--- config.mk ---
export PLATFORM = sky130hd
export DESIGN_NAME = operand_fetch
export DESIGN_NICKNAME = d
export VERILOG_FILES = /design/src/rtl/operand_fetch.sv
export SDC_FILE = /design/constraint.sdc
export NUM_CORES = 1
export LEC_CHECK = 0
export ABC_CLOCK_PERIOD_IN_PS = 11200
export BUFFER_PORTS_ARGS = -buffer_cell sky130_fd_sc_hd__buf_4
export CAP_MARGIN = 10
export CELL_PAD_IN_SITES_DETAIL_PLACEMENT = 2
export CELL_PAD_IN_SITES_GLOBAL_PLACEMENT = 2
export CORE_AREA = 2 2 147 149
export CTS_CLUSTER_DIAMETER = 100
export DETAILED_ROUTE_END_ITERATION = 8
export DIE_AREA = 0 0 149 151
export GPL_TIMING_DRIVEN = 0
export HOLD_SLACK_MARGIN = 0.06
export PLACE_DENSITY = 0.89
export SKIP_CTS_REPAIR_TIMING = 1
export SLEW_MARGIN = 20
export SYNTH_ARGS = -nofsm -noshare
export SYNTH_HDL_FRONTEND = slang
export SYNTH_SLANG_ARGS = --single-unit
--- constraint.sdc ---
create_clock -name clk -period 11.2 [get_ports clk]
set_input_delay 1.68 -clock clk [delete_from_list [all_inputs] [get_ports clk]]
set_output_delay 1.68 -clock clk [all_outputs]
set_load 0.02 [all_outputs]
--- src/rtl/operand_fetch.sv ---
// operand_fetch: register-read / operand-issue stage ahead of the ALU.
//
// Holds the NREGS x DATA_W architectural register file, reads two source
// operands (with same-cycle writeback bypass), selects the immediate for B,
// and presents {opcode, a, b, rd, wr} through a one-entry output register.
// A pending-bit scoreboard tracks in-flight destinations and stalls issue on
// RAW/WAW hazards. DATA_W is expected to match the project word size.
//
// Ports:
//   clk, rst              clock (rising edge), async active-high reset
//   in_valid / in_ready   instruction handshake from decode
//   in_opcode, in_rs1, in_rs2, in_rd, in_wr, in_use_imm, in_imm
//                         decoded instruction fields
//   out_valid / out_ready operand handshake to the ALU
//   out_opcode, out_a, out_b, out_rd, out_wr
//                         registered operand bundle
//   wb_en, wb_addr, wb_data
//                         writeback from the downstream stage
module operand_fetch #(
  parameter int DATA_W = 16,
  parameter int NREGS  = 8,
  parameter int AW     = 3
) (
  input  logic              clk,
  input  logic              rst,
  input  logic              in_valid,
  output logic              in_ready,
  input  logic [4:0]        in_opcode,
  input  logic [AW-1:0]     in_rs1,
  input  logic [AW-1:0]     in_rs2,
  input  logic [AW-1:0]     in_rd,
  input  logic              in_wr,
  input  logic              in_use_imm,
  input  logic [DATA_W-1:0] in_imm,
  output logic              out_valid,
  input  logic              out_ready,
  output logic [4:0]        out_opcode,
  output logic [DATA_W-1:0] out_a,
  output logic [DATA_W-1:0] out_b,
  output logic [AW-1:0]     out_rd,
  output logic              out_wr,
  input  logic              wb_en,
  input  logic [AW-1:0]     wb_addr,
  input  logic [DATA_W-1:0] wb_data
);

  logic [DATA_W-1:0] regs [NREGS];
  logic [NREGS-1:0]  pending;

  logic [DATA_W-1:0] rs1_val;
  logic [DATA_W-1:0] rs2_val;
  logic              raw1;
  logic              raw2;
  logic              waw;
  logic              hazard;
  logic              accept;

  // Operand read with writeback bypass; r0 always reads zero.
  always_comb begin
    rs1_val = '0;
    rs2_val = '0;
    if (in_rs1 != '0)
      rs1_val = (wb_en && wb_addr == in_rs1) ? wb_data : regs[in_rs1];
    if (in_rs2 != '0)
      rs2_val = (wb_en && wb_addr == in_rs2) ? wb_data : regs[in_rs2];
  end

  // A same-cycle writeback to a pending register resolves the hazard.
  always_comb begin
    raw1   = (in_rs1 != '0) && pending[in_rs1] && !(wb_en && wb_addr == in_rs1);
    raw2   = !in_use_imm && (in_rs2 != '0) && pending[in_rs2] &&
             !(wb_en && wb_addr == in_rs2);
    waw    = in_wr && (in_rd != '0) && pending[in_rd] &&
             !(wb_en && wb_addr == in_rd);
    hazard = in_valid && (raw1 || raw2 || waw);
  end

  assign in_ready = (!out_valid || out_ready) && !hazard;
  assign accept   = in_valid && in_ready;

  // Register file; r0 is never written so it stays zero.
  always_ff @(posedge clk or posedge rst) begin
    if (rst) begin
      for (int unsigned i = 0; i < NREGS; i++) regs[i] <= '0;
    end else if (wb_en && wb_addr != '0) begin
      regs[wb_addr] <= wb_data;
    end
  end

  // Scoreboard: the set on accept is applied after the writeback clear so
  // that a re-issue to the same destination keeps the register pending.
  always_ff @(posedge clk or posedge rst) begin
    if (rst) begin
      pending <= '0;
    end else begin
      logic [NREGS-1:0] nxt;
      nxt = pending;
      if (wb_en && wb_addr != '0) nxt[wb_addr] = 1'b0;
      if (accept && in_wr && in_rd != '0) nxt[in_rd] = 1'b1;
      pending <= nxt;
    end
  end

  // One-entry output register; payload only changes on accept.
  always_ff @(posedge clk or posedge rst) begin
    if (rst) begin
      out_valid  <= 1'b0;
      out_opcode <= '0;
      out_a      <= '0;
      out_b      <= '0;
      out_rd     <= '0;
      out_wr     <= 1'b0;
    end else if (accept) begin
      out_valid  <= 1'b1;
      out_opcode <= in_opcode;
      out_a      <= rs1_val;
      out_b      <= in_use_imm ? in_imm : rs2_val;
      out_rd     <= in_rd;
      out_wr     <= in_wr;
    end else if (out_ready) begin
      out_valid  <= 1'b0;
    end
  end

endmodule

==> results of run 1 <==
layout by cell type, fill, tap and decap left out, drive strengths merged:
cell,n
dfrtp,178
mux2,156
buf,114
mux4,66
clkbuf,62
nand2,57
o21ai,31
nor2,19
mux2i,18
a211oi,17
and3,15
xnor2,9
inv,5
nand2b,4
bufinv,4
clkinvlp,4
clkinv,4
nand4,3
nand3,3
nand4b,3
o41ai,3
o31ai,3
nor3,3
o2111ai,2
nor4bb,2
and3b,1
a21oi,1
a2bb2oi,1
nor2b,1
a221oi,1
and4,1
o221ai,1
o311a,1
or3,1
a21boi,1
o32ai,1
o21a,1
a22o,1
sequential cells by signal (all words and copies together), names as in the netlist:
register    count
regs          128
out_a          16
out_b          16
pending         8
out_opcode      5
out_rd          3
out_valid       1
out_wr          1
metal layers:
| layer | global-route usage | up-vias |
|---|---|---|
| li1 | - | 2749 |
| met1 | 0.418 | 3816 |
| met2 | 0.590 | 456 |
| met3 | 0.0720 | 146 |
| met4 | 0.181 | 0 |
| met5 | 0 | - |
final cells by class:
cell class | instances | area [um2]
multi-input cells | 427 | 4510
repair buffers | 89 | 688
fillers | 1949 | 9870
plain buffers | 69 | 310
well taps | 275 | 344
inverters | 5 | 26.3
clock inverters | 12 | 185
clock buffers | 18 | 429
flip-flops and latches | 178 | 4450
stage by stage:
step	total power, W	instance area (um2)	setup WS (ns)	cells	hold slack (ns)
2_1_floorplan	0.00131	9290	4.69	679	0.428
3_3_place_gp	0.00151	10300	2.90	1042	0.450
3_5_place_dp	0.00159	10300	6.16	1043	0.475
4_1_cts	0.00228	10900	6.12	1073	0.502
5_1_grt	0.00235	10900	6.00	1073	0.531
6_report	0.00228	10900	6.11	1073	0.497
cells by family (layout without fill, tap and decap cells):
group | after synthesis | in the layout | share of synthesized area
flip-flops | 178 | 178 | 0.479
AND/OR/NAND/NOR | 113 | 113 | 0.0575
buffers and inverters | 74 | 193 | 0.0354
AO/OA/AOI/OAI | 65 | 65 | 0.0494
XOR/XNOR | 9 | 9 | 0.00849
multiplexers | 240 | 240 | 0.370
power by group:
part           total (W)  internal (W)  leakage (nW)  switching [W]
logic           0.000677      0.000342          2.23       0.000335
clock network   0.000653      0.000373         0.285       0.000280
registers       0.000952      0.000802          2.19       0.000150
total            0.00228       0.00152          4.70       0.000766
final timing paths:
kind | depth (start not counted) | from | slack [ns] | endpoint
worst max-delay path | 7 | in_rs2[0] | 6.11 | in_ready
worst min-delay path | 1 | pending[0]$_DFF_PP0_ | 0.50 | pending[0]$_DFF_PP0_
worst max register to register | 6 | pending[1]$_DFF_PP0_ | 8.88 | pending[5]$_DFF_PP0_
worst min register to register | 1 | pending[0]$_DFF_PP0_ | 0.50 | pending[0]$_DFF_PP0_
max in group asynchronous | 3 | rst | 8.99 | regs[87]$_DFFE_PP0P_
min in group asynchronous | 2 | rst | 1.29 | regs[3]$_DFFE_PP0P_
worst max-delay path: cells and delay by family:
kind,cells,cell delay [ns]
buffers and inverters,4,0.98
AOI/OAI and AO/OA,2,0.62
and+or+nand+nor,1,0.10
==> reports/metrics.cfg, run 1 <==
[grt]
grt.total_usage=0.347
first_global_vias=7994
grt_start_max_net_pins=102
grt_pass1_wl_um=55400
grt-ovfl-total=0
antenna_found_initial=0

[finish]
final_nets=843
syn_to_final_growth_pct=17.9
fin_util=0.526
antenna_cells=0
drive_gt1_frac=0.466

[sta]
rsz0062_at_grt=false
slew_viol_final=0
fin_tns_setup_ns=0
fmax_mhz=197
skew_ns=0.0133
setup_viol=0
worst_slew_pin_slew_ns=1.23
relSlewSlack=0.183
period_minus_slack_ns=5.09
post-route-period-util=0.454
finalHoldViolations=0

[yosys]
ys_types=42
syn_area_per_cell_um2=13.7
synth-main-ff-cell=dfrtp_1
synth_cells=679
netlist_top_cells_count=dfrtp_1 (178), mux2_2 (153), mux4_2 (66)
syn_nets=735
synth_top_area_frac=0.479
ys_ff_latch=178
synthMostInstantiatedCell=dfrtp_1
yosysTopAreaCell=dfrtp_1
synthArstFlopShare=1.00
syn_area_um2=9290
seq_area_frac_synth=0.479
synth_area_leaders=dfrtp_1 (48%), mux2_2 (19%), mux4_2 (16%)
yosys_warnings=0
synth_edf_count=0

[route]
routed-wl-met3_um=2710
wl_met1_um=14000
via_count=7167
drc=0
post_drt_wl_per_cell_um=35.0
ant_nets=0
drt-initial-drc-count=648
routed_wl_um=37600
first_pass_iters=5
avgViaCountPerCell=6.68
top_layer_used=met4
met2_length_um=18900

[critical_path]
path_class=input pin to output port
cp_slowest_cell=clkinv_1
worstPathArrival_ns=3.41
cp_max_fo=10
crit_path_start_kind=input pin
slowest_delay_ns=0.43
path_common_cell=buf_4
crit_required_ns=9.52
cp_cell_sequence=buf_4, buf_2, clkinv_1, o2111ai_1, nand3_1, a21boi_0, buf_4
cp-end-kind=output port

[floorplan]
rows=53
die_y_um=151
die_w_um=149
pin_count=99
die_area_um2=22500
start_util=0.446
core-area_um2=20800

[cts]
clockBufferDepth=2
cts.sinks=178
clk_latency_ns=0.45
path_clk_slew_ns=0.07
htreeDepth=4
cts-root-buf=clkbuf_16
cts_buffers=17
cts_tree=done

[placement]
dp.final_hpwl_um=22600
gp_congestion=0.894
portBuffers=88

[power_and_ir_drop]
power.density_nw_per_um2=208
p_leak_nw=4.70
irDropWorstVdd_uv=106

[run_status]
status=completed

[hold_path]
hp-class=flip-flop to flip-flop

[run]
drv_cap=0

(Power assumes the default switching activity.)
==> inputs of run 2 (changes only) <==
--- a/config.mk
+++ b/config.mk
@@ -5,18 +5,18 @@
 export SDC_FILE = /design/constraint.sdc
 export NUM_CORES = 1
 export LEC_CHECK = 0
-export ABC_CLOCK_PERIOD_IN_PS = 11200
+export ABC_CLOCK_PERIOD_IN_PS = 5100
 export BUFFER_PORTS_ARGS = -buffer_cell sky130_fd_sc_hd__buf_4
 export CAP_MARGIN = 10
 export CELL_PAD_IN_SITES_DETAIL_PLACEMENT = 2
 export CELL_PAD_IN_SITES_GLOBAL_PLACEMENT = 2
-export CORE_AREA = 2 2 147 149
+export CORE_AREA = 2 2 152 154
 export CTS_CLUSTER_DIAMETER = 100
 export DETAILED_ROUTE_END_ITERATION = 8
-export DIE_AREA = 0 0 149 151
+export DIE_AREA = 0 0 154 156
 export GPL_TIMING_DRIVEN = 0
 export HOLD_SLACK_MARGIN = 0.06
-export PLACE_DENSITY = 0.89
+export PLACE_DENSITY = 0.84
 export SKIP_CTS_REPAIR_TIMING = 1
 export SLEW_MARGIN = 20
 export SYNTH_ARGS = -nofsm -noshare
==> constraint.sdc (replaced) <==
create_clock -name clk -period 5.1 [get_ports clk]
set_input_delay 0.765 -clock clk [delete_from_list [all_inputs] [get_ports clk]]
set_output_delay 0.765 -clock clk [all_outputs]
set_load 0.02 [all_outputs]
==> reports/metrics.cfg, run 2 (synthesis gave the netlist of run 1 again) <==
[sta]
relSlewSlack=0.253  ; +0.0696
skew_ns=0.00804  ; -0.00527 ns
post-route-period-util=0.640
period_minus_slack_ns=3.26
fmax_mhz=306
worst_slew_pin_slew_ns=1.12  ; -0.104 ns
rsz0062_at_grt=false
slew_viol_final=0  ; unchanged
setup_viol=0  ; unchanged
finalHoldViolations=0  ; unchanged
fin_tns_setup_ns=0  ; unchanged

[critical_path]
path_class=input pin to output port
crit_required_ns=4.34  ; -5.18 ns
slowest_delay_ns=0.41  ; -0.02 ns
cp-endpoint=in_ready
crit_path_start_kind=input pin
worstReg2RegStart=pending[1]$_DFF_PP0_
critPathLaunch=in_rs2[0]
worst-r2r-cell-count=6  ; unchanged
cp_slowest_cell=clkinv_1
cp_max_fo=10  ; unchanged
worstPathArrival_ns=2.50  ; -0.91 ns
path_common_cell=buf_4
cp-end-kind=output port
cp_cell_sequence=buf_4, buf_2, clkinv_1, o2111ai_1, nand3_1, a21boi_0, buf_4
reg2reg_to=out_a[7]$_DFFE_PP0P_
r2r_setup_slack_ns=2.78  ; -6.10 ns

[route]
drc=0  ; unchanged
post_drt_wl_per_cell_um=30.7  ; -12%
via_count=6796  ; -5.2%
drt-initial-drc-count=448  ; -31%
ant_nets=0  ; unchanged
avgViaCountPerCell=6.25  ; -6.5%
routed_wl_um=33400  ; -11%
first_pass_iters=7  ; +2

[cts]
clk_latency_ns=0.44  ; about the same
cts_buffers=17  ; unchanged
clockBufferDepth=2  ; unchanged
path_clk_slew_ns=0.07  ; about the same
cts_tree=done
cts-root-buf=clkbuf_16
htreeDepth=4  ; unchanged
cts.sinks=178  ; unchanged

[placement]
gp_congestion=0.851  ; -4.8%
dp.final_hpwl_um=21800  ; -3.5%
dpl_cell_area_um2=10500  ; +1.1%
portBuffers=88  ; unchanged

[power_and_ir_drop]
power_w=0.00480  ; +110%
p_leak_nw=4.73  ; +0.58%
irDropWorstVdd_uv=185  ; +76%
power.density_nw_per_um2=436  ; +110%

[run]
drv_cap=0  ; unchanged

[finish]
layout_commonest_cell=dfrtp_1
layout_common_cells=dfrtp_1 (178), mux2_2 (153), buf_4 (89), mux4_2 (66), nand2_1 (57)
drive_gt1_frac=0.471  ; +0.00457
largest_register_ffs=128  ; unchanged
top_regs=regs x128, out_a x16, out_b x16
syn_to_final_growth_pct=18.5
antenna_cells=0  ; unchanged
fin_area_um2=11000  ; +0.56%
final_nets=848  ; +0.59%
top_register=regs
fin_util=0.492  ; -0.0335

[grt]
first_global_vias=7776  ; -2.7%
grt-ovfl-total=0  ; unchanged
grt_pass1_wl_um=50900  ; -8.0%
antenna_found_initial=0  ; unchanged
grt.total_usage=0.290  ; -0.0569
grt_start_max_net_pins=35  ; -66%

[run_status]
status=completed

[floorplan]
die_y_um=156  ; +3.3%
core-area_um2=22400  ; +7.4%
die_area_um2=24000  ; +6.8%
die_w_um=154  ; +3.4%
pin_count=99  ; unchanged
rows=55  ; +3.8%
start_util=0.415  ; -0.0308

[hold_path]
hp-class=input pin to asynchronous set/reset pin

## run 2: layer usage
metal,share of wire,track usage
met1,0.39,0.357
met2,0.51,0.499
met3,0.056,0.0586
met4,0.038,0.122
met5,0,0
## run 2: final cells by class
cell class                 instances  area (um2)
multi-input combinational        427        4510
clock inverter                    11         106
timing repair buffer              94         796
tap                              285         357
sequential                       178        4450
inverter                           5        22.5
fill                            2124       11400
clock buffer                      19         453
buffer                            69         310
## run 2: worst max-delay path, delay by kind of cell
| family | cells | cell delay [ns] |
|---|---|---|
| compound gates | 2 | 0.62 |
| buf+inv | 4 | 0.98 |
| simple gates | 1 | 0.13 |
## run 2: worst min path at each step
| stage | startpoint | end | slack, ns | depth (start not counted) |
|---|---|---|---|---|
| finish | rst | out_a[11]$_DFFE_PP0P_ | 0.28 | 2 |
| global route | rst | out_a[15]$_DFFE_PP0P_ | 0.28 | 2 |
| CTS | rst | out_a[15]$_DFFE_PP0P_ | 0.28 | 2 |
| detailed placement | pending[0]$_DFF_PP0_ | pending[0]$_DFF_PP0_ | 0.45 | 1 |
| global placement | pending[0]$_DFF_PP0_ | pending[0]$_DFF_PP0_ | 0.45 | 1 |
| floorplan | pending[0]$_DFF_PP0_ | pending[0]$_DFF_PP0_ | 0.43 | 1 |
## run 2: through the flow
stage | instances | hold WS, ns | worst slack [ns]
after detailed placement | 1058 | 0.454 | 1.65
final | 1088 | 0.285 | 1.84
after global placement | 1052 | 0.453 | 1.04
after floorplan | 679 | 0.428 | 2.05
after CTS | 1088 | 0.283 | 1.84
after global routing | 1088 | 0.283 | 1.77
## run 2: power by group
| group | switching, W | total, W | internal [W] |
|---|---|---|---|
| Sequential | 0.000294 | 0.00205 | 0.00176 |
| Clock | 0.000607 | 0.00130 | 0.000697 |
| Combinational | 0.000681 | 0.00144 | 0.000757 |
| Total | 0.00158 | 0.00480 | 0.00322 |
